**src/rtl/uart_rx_pkg.sv**
```systemverilog
// Shared definitions for the UART receive path: frame states, parity
// selector values, default word width and the majority helper.
package uart_rx_pkg;

  typedef enum logic [2:0] {
    ST_IDLE   = 3'd0,
    ST_START  = 3'd1,
    ST_DATA   = 3'd2,
    ST_PARITY = 3'd3,
    ST_STOP   = 3'd4
  } rx_state_e;

  localparam logic PAR_EVEN = 1'b0;
  localparam logic PAR_ODD  = 1'b1;

  localparam int DEF_DATA_WIDTH = 8;

  function automatic logic maj3(input logic [2:0] s);
    return (s[0] & s[1]) | (s[0] & s[2]) | (s[1] & s[2]);
  endfunction

endpackage

```
**src/rtl/uart_rx_sampler.sv**
```systemverilog
// Captures the serial line at the three edges around mid-bit (h-1, h, h+1,
// h = prescale/2) and presents their majority as the bit value.
module uart_rx_sampler
  import uart_rx_pkg::*;
#(
  parameter int PRESC_W = 5
) (
  input  logic               clk_i,
  input  logic               rst_ni,
  input  logic               en_i,
  input  logic               rx_i,
  input  logic [PRESC_W-1:0] prescale_i,
  input  logic [PRESC_W-1:0] edge_count_i,
  output logic               bit_o
);

  logic [PRESC_W-1:0] half;
  logic [PRESC_W-1:0] tap_edge [3];
  logic [2:0]         samples_q;
  logic [2:0]         hit;

  assign half = prescale_i >> 1;

  for (genvar gi = 0; gi < 3; gi++) begin : gen_tap
    assign tap_edge[gi] = half + PRESC_W'(gi) - PRESC_W'(1);
    assign hit[gi]      = en_i && (edge_count_i == tap_edge[gi]);
  end

  always_ff @(posedge clk_i or negedge rst_ni) begin
    if (!rst_ni) begin
      samples_q <= '0;
    end else begin
      for (int i = 0; i < 3; i++) begin
        if (hit[i]) samples_q[i] <= rx_i;
      end
    end
  end

  assign bit_o = maj3(samples_q);

endmodule

```
**src/rtl/uart_rx_fsm.sv**
```systemverilog
// Frame controller of the UART receiver: tracks start/data/parity/stop bits,
// enables the edge/bit counter, assembles the word and reports frame status.
module uart_rx_fsm
  import uart_rx_pkg::*;
#(
  parameter int DATA_WIDTH = DEF_DATA_WIDTH,
  parameter int PRESC_W    = 5
) (
  input  logic                  CLK,
  input  logic                  Reset,
  input  logic                  RX_IN,
  input  logic [PRESC_W-1:0]    Prescale,
  input  logic                  PAR_EN,
  input  logic                  PAR_TYP,
  input  logic [3:0]            bit_count,
  input  logic [PRESC_W-1:0]    edge_count,
  input  logic                  Last_edge,
  output logic                  count_EN,
  output logic [DATA_WIDTH-1:0] P_DATA,
  output logic                  Data_Valid,
  output logic                  Parity_Error,
  output logic                  Stop_Error
);

  localparam logic [3:0] LAST_DATA_IDX = 4'(DATA_WIDTH);

  rx_state_e             state_q, state_d;
  logic [DATA_WIDTH-1:0] shift_q, shift_d;
  logic [DATA_WIDTH-1:0] p_data_q, p_data_d;
  logic                  par_en_q, par_en_d;
  logic                  par_typ_q, par_typ_d;
  logic                  perr_q, perr_d;
  logic                  dv_q, dv_d;
  logic                  pe_q, pe_d;
  logic                  se_q, se_d;
  logic                  sampled_bit;

  uart_rx_sampler #(
    .PRESC_W(PRESC_W)
  ) u_sampler (
    .clk_i       (CLK),
    .rst_ni      (Reset),
    .en_i        (count_EN),
    .rx_i        (RX_IN),
    .prescale_i  (Prescale),
    .edge_count_i(edge_count),
    .bit_o       (sampled_bit)
  );

  assign count_EN = (state_q != ST_IDLE);

  always_comb begin
    state_d   = state_q;
    shift_d   = shift_q;
    p_data_d  = p_data_q;
    par_en_d  = par_en_q;
    par_typ_d = par_typ_q;
    perr_d    = perr_q;
    dv_d      = 1'b0;
    pe_d      = 1'b0;
    se_d      = 1'b0;

    unique case (state_q)
      ST_IDLE: begin
        if (!RX_IN) begin
          state_d   = ST_START;
          par_en_d  = PAR_EN;
          par_typ_d = PAR_TYP;
          perr_d    = 1'b0;
        end
      end
      ST_START: begin
        // A start bit that votes high was a glitch; dropping to IDLE clears the counter.
        if (Last_edge) state_d = sampled_bit ? ST_IDLE : ST_DATA;
      end
      ST_DATA: begin
        if (Last_edge) begin
          shift_d = {sampled_bit, shift_q[DATA_WIDTH-1:1]};
          if (bit_count == LAST_DATA_IDX) state_d = par_en_q ? ST_PARITY : ST_STOP;
        end
      end
      ST_PARITY: begin
        if (Last_edge) begin
          perr_d  = sampled_bit != ((^shift_q) ^ par_typ_q);
          state_d = ST_STOP;
        end
      end
      ST_STOP: begin
        if (Last_edge) begin
          state_d = ST_IDLE;
          if (perr_q || !sampled_bit) begin
            pe_d = perr_q;
            se_d = !sampled_bit;
          end else begin
            dv_d     = 1'b1;
            p_data_d = shift_q;
          end
        end
      end
      default: state_d = ST_IDLE;
    endcase
  end

  always_ff @(posedge CLK or negedge Reset) begin
    if (!Reset) begin
      state_q   <= ST_IDLE;
      shift_q   <= '0;
      p_data_q  <= '0;
      par_en_q  <= 1'b0;
      par_typ_q <= 1'b0;
      perr_q    <= 1'b0;
      dv_q      <= 1'b0;
      pe_q      <= 1'b0;
      se_q      <= 1'b0;
    end else begin
      state_q   <= state_d;
      shift_q   <= shift_d;
      p_data_q  <= p_data_d;
      par_en_q  <= par_en_d;
      par_typ_q <= par_typ_d;
      perr_q    <= perr_d;
      dv_q      <= dv_d;
      pe_q      <= pe_d;
      se_q      <= se_d;
    end
  end

  assign P_DATA       = p_data_q;
  assign Data_Valid   = dv_q;
  assign Parity_Error = pe_q;
  assign Stop_Error   = se_q;

endmodule

```
**config.mk**
```make
export PLATFORM = sky130hd
export DESIGN_NAME = uart_rx_fsm
export DESIGN_NICKNAME = d
export VERILOG_FILES = /design/src/rtl/uart_rx_pkg.sv /design/src/rtl/uart_rx_sampler.sv /design/src/rtl/uart_rx_fsm.sv
export SDC_FILE = /design/constraint.sdc
export NUM_CORES = 1
export LEC_CHECK = 0
export CAP_MARGIN = 10
export CORE_MARGIN = 2
export CORE_UTILIZATION = 51
export CTS_BUF_LIST = sky130_fd_sc_hd__clkbuf_4 sky130_fd_sc_hd__clkbuf_8
export DETAILED_ROUTE_END_ITERATION = 8
export PLACE_DENSITY = 0.81
export SYNTH_ARGS = -nofsm -noshare
export SYNTH_HDL_FRONTEND = slang
export SYNTH_SLANG_ARGS = --single-unit
```
**constraint.sdc**
```tcl
create_clock -name CLK -period 1.9 [get_ports CLK]
set_input_delay 0.285 -clock CLK [delete_from_list [all_inputs] [get_ports CLK]]
set_output_delay 0.285 -clock CLK [all_outputs]
set_load 0.01 [all_outputs]
```
Word-level counts from Yosys, hierarchy flattened. Cells that the tools add are included.

Latch bits: 0. Input bits: 20. Output and inout port bits: 12. Flip-flop bits (word level): 28. Bits in writable memories: 0. Memory bits (read-only): 0. Memories kept: 0.

$add $sub $neg: 5. Divide/modulo/power cells: 0. Shift operators: 0. Eq/ne operators: 15. Bitwise gates (word level): 8. Mux-type cells: 21. Reduce and logical (&&, ||, !) cells: 14. Multiply operators: 0. $lt $le $gt $ge: 0.

Operators by type and width (number): 3-bit two-way mux (7); 5-bit equality test (3); 3-bit one-hot mux with 5 select lines (1); 2-bit inequality test, second input constant (6); 1-bit two-way mux (11); 5-bit by 1-bit subtractor with 5-bit output, second input constant (2); 8-bit parity (1); 3-bit by 2-bit equality test with 1-bit output, second input constant (2); 3-bit AND reduction (2); 6-bit AND reduction (1); 4-bit by 1-bit adder with 5-bit output, second input constant (1); 4-bit by 2-bit adder with 5-bit output, second input constant (1); 4-bit by 1-bit subtractor with 5-bit output, second input constant (1); 4-bit equality test, second input constant (1); 2-bit AND reduction (2); 1-bit AND (3); 3-bit by 1-bit equality test with 1-bit output, second input constant (1); 3-bit equality test, second input constant (1); 1-bit logical AND (3); 3-bit logical NOT (1); 3-bit nonzero test (1); 2-bit two-way mux (1); 1-bit inverter (2); 1-bit bitwise OR (2); other kinds (6) (6).

Logic depth before layout (Yosys ltp).
Depth after elaboration: 8. Depth in mapped cells: 6. Mapped depth without buffers: 6.

Modules after synthesis. Synthesis repeated with hierarchy kept, for this count alone.

Cell total of the unflattened synthesis: 116. Area total of the unflattened synthesis: 1477.7 µm².

By module, submodules not included: uart_rx_fsm (instances 1, sequential area each 625.6 µm², cells an instance 83, area each 1151.1 µm²); uart_rx_sampler (instances 1, sequential area each 75.1 µm², cells an instance 33, area each 326.6 µm²).

Least setup slack after synthesis. Ideal clock, no wire load.

Path type: in2reg. Start point: in Prescale[1]. End point: reg u_sampler.samples_q[0]. Setup time: 0.128 ns. Data required time: 1.772 ns. Stages on the path: 6. Data arrival time: 1.709 ns. Slack: 0.063 ns. Path buffers: 0. Path through: inv_1 > ha_1 > xor2_1 > or3_1 > a2111oi_2 > mux2_1.

Word-level cells in the longest chain between the ends: 3.

Ends and longest elaborated chain: start, declared (RTL line uart_rx_fsm.sv:12) `input logic [PRESC_W-1:0] Prescale,`; 4-bit by 1-bit subtractor with 5-bit output (RTL line uart_rx_sampler.sv:25) `assign tap_edge[gi] = half + PRESC_W'(gi) - PRESC_W'(1);`; 5-bit equality test (RTL line uart_rx_sampler.sv:26) `assign hit[gi] = en_i && (edge_count_i == tap_edge[gi]);`; 1-bit logical AND (RTL line uart_rx_sampler.sv:26); end signal, assigned by index (RTL line uart_rx_sampler.sv:34) `if (hit[i]) samples_q[i] <= rx_i;`; end, declared (RTL line uart_rx_sampler.sv:19) `logic [2:0] samples_q;`.

No other way between the ends. A chain may end at the register's enable or synchronous reset.

Worst setup path in the final report.
Start point: in Prescale[4]. End point: reg u_sampler.samples_q[0].

Same word-level chain as after synthesis.

==> run_results.csv <==
group,metric,value,unit
yosys,syn_nets,145,
global_route,grt_max_degree,29,
run_status,status,"finished, final reports clean",
critical_path,crit_chain,"clkdlybuf4s50_1, xnor2_2, xnor2_1, or3_1, a2111oi_4, mux2_1",
timing,finalSetupViolations,0,
layout,post-route-util,0.7045,
job,maxCapViolCount,0,
floorplanning,die_w,56.82,µm
critical_path,critPathRequiredTime,2.13,ns
critical_path,cp_max_fo,2,
drt,drc,0,
clocking,cts.clk_slew.worst_paths,0.15,ns
clocking,cts_tree,"done",
timing,finalMaxSlewViolations,0,
global_route,grt_pass1_wl,4519,µm
yosys,syn_area_per_cell,11.57,µm²
layout,areaGrowthSynthToFinish,34.21,%
layout,diodes,0,
timing,relSlewSlack,0.7117,
pwr,leakagePower,0.0008809,µW
clocking,cts-buffers-inserted,3,
timing,skew,0.001890,ns
floorplanning,start_util,0.5249,
clocking,clk-insertion-delay-late,0.33,ns
critical_path,cpPeakStageDelay,0.52,ns
critical_path,critPathCaptureType,"register",
floorplanning,fp.dieH,56.82,µm
drt,wire_per_inst,13.58,µm
clocking,cts_root_buf,"clkbuf_4",
clocking,holdBufCountCts,0,
drt,dr.pass1.iters,4,
pwr,power,1970,µW
timing,finalCritPeriodShare,0.9587,
timing,rsz0062_at_grt,"no",
yosys,yosysWarnings,0,
floorplanning,core_area,2710,µm²
yosys,synth_cell_types,30,
layout,fill_cells,213,
clocking,clock_sinks,28,
global_route,grt-ovfl-total,0,
drt,ant_nets,0,
yosys,syn_area,1423,µm²
yosys,ys_seq_area_frac,0.4925,
critical_path,arrival,2.05,ns
layout,final_common_cell,"clkdlybuf4s50_1",
yosys,synth.area.top_cells,"dfrtp_1 (49%), mux2_1 (17%), xnor2_1 (7.4%)",
pwr,power.density,1032,nW/µm²
drt,routed_via_density,5.454,
timing,fmax,549.0,MHz
clocking,cts_buffer_depth,2,
drt,vias,1069,
clocking,cts_htree_levels,1,
placed_design,gp_congestion,0.8854,
layout,final_cell_mix,"clkdlybuf4s50_1 (27), dfrtp_1 (25), mux2_1 (21)",
placed_design,post-dp-hpwl,1986,µm
yosys,synth_top_area_frac,0.4925,
pwr,peakVddDrop,0.0008220,V
floorplanning,die-area,3228,µm²
timing,hold_viol,0,
drt,drtIter0Drc,13,
placed_design,port_buffers,30,
global_route,grt.total_usage,0.1755,
drt,finalWirelength,2662,µm
hold_path,hold_class,"in -> async",
timing,worstMarginPinSlew,0.4315,ns
critical_path,crit_type,"in -> reg",
floorplanning,ioPinCount,32,
global_route,grt_pass1_vias,1025,
critical_path,start_kind,"primary input",
global_route,antenna_found_initial,0,
critical_path,critPathSlowestCell,"clkdlybuf4s50_1",
floorplanning,rows,19,
layout,drive_above_1_share,0.1515,
layout,final_nets,188,
yosys,synth_largest_area_cell,"dfrtp_1",
yosys,ys_seq_elements,28,
timing,period_needed,1.822,ns
yosys,netlist_instances,123,
[registers in the layout, indices dropped and copies added (netlist names)]
signal,count
P_DATA,8
shift_q,8
state_q,3
u_sampler.samples_q,3
Data_Valid,1
Parity_Error,1
Stop_Error,1
par_en_q,1
par_typ_q,1
perr_q,1
[worst max-delay path: cells and delay by family]
family	cells	cell delay [ns]
buffers and inverters	1	0.52
and+or+nand+nor	1	0.36
muxes	1	0.34
AOI/OAI and AO/OA	1	0.30
xor gates and xnor gates	2	0.24
[what timing repair did]
action / CTS / global route
endpoints found under the setup margin: 2 / 2
pin swaps: 3 / 0
setup buffers: 0 / 2
gates resized for setup: 6 / 3
cloned: 0 / 0
[power by group]
group | switching (µW) | internal [µW] | total, µW
clock | 173 | 213 | 387
combinational | 318 | 400 | 718
sequential | 138 | 728 | 865
[layout make-up]
| type | instances | area [µm²] | share of cell area |
|---|---|---|---|
| clock buffer | 3 | 22.52 | 0.01180 |
| clock inverter | 1 | 30.03 | 0.01573 |
| inverter | 4 | 15.01 | 0.007864 |
| multi-input combinational | 87 | 711.9 | 0.3729 |
| sequential | 28 | 704.4 | 0.3689 |
| tap | 31 | 38.79 | 0.02031 |
| timing repair buffer | 42 | 386.6 | 0.2025 |
[stage by stage]
step           setup TNS (ns)  setup slack, ns  hold WS (ns)  cell area (µm²)  cells
2_1_floorplan               0          0.06332      -0.01059             1423    123
3_3_place_gp          -0.7262          -0.4576        0.4735             1822    190
3_5_place_dp          -0.7906          -0.4921        0.4846             1822    190
4_1_cts                     0          0.02535        0.3167             1876    194
5_1_grt                     0         0.003688        0.3310             1909    196
6_report                    0          0.07845        0.3107             1909    196
[kinds of logic after synthesis]
logic type	count (synthesis)	synth area share
AOI/OAI and AO/OA	10	0.05188
xor gates and xnor gates	20	0.1284
adders and majority gates	3	0.02462
buffers and inverters	8	0.02110
DFF	28	0.4925
muxes	21	0.1662
and+or+nand+nor	33	0.1152
[path summary, 6_finish.rpt]
kind	startpoint	to	slack, ns	cells after the start
min in group CLK	P_DATA[3]$_DFFE_PN0P_	P_DATA[3]$_DFFE_PN0P_	0.51	1
worst min register to register	P_DATA[3]$_DFFE_PN0P_	P_DATA[3]$_DFFE_PN0P_	0.51	1
max in group asynchronous	Reset	state_q[1]$_DFFE_PN0P_	1.31	2
worst max register to register	state_q[0]$_DFFE_PN0P_	P_DATA[2]$_DFFE_PN0P_	0.20	5
worst min-delay path	Reset	P_DATA[1]$_DFFE_PN0P_	0.31	2
worst max-delay path	Prescale[4]	u_sampler.samples_q[0]$_DFFE_PN0P_	0.08	6
[cell usage after synthesis]
cell and number:
a2111oi_2 1, a211oi_1 1, a21boi_1 1, a21oi_1 1, a311oi_1 1, a31oi_1 2
and4_1 1, clkbuf_1 4, dfrtp_1 28, ha_1 2, inv_1 3, inv_2 1
maj3_1 1, mux2_1 21, nand2_1 6, nand2b_1 1, nand3_1 4, nand3b_1 1
nor2_1 12, nor3_1 3, nor3b_1 1, nor3b_2 1, nor4_1 1, o21ai_0 1
o21ai_1 1, o31ai_1 1, or3_1 2, xnor2_1 12, xnor2_2 1, xor2_1 7
[metal layers]
metal	wire (µm)	global-route usage	vias up	share of wire
met5	0	0	-	0
met2	1276	0.2957	35	0.48
met4	27	0.04319	0	0.010
li1	-	-	512	-
met1	1229	0.2358	519	0.46
met3	129	0.02995	3	0.048
Note: power is estimated with default switching activity, not from simulation.
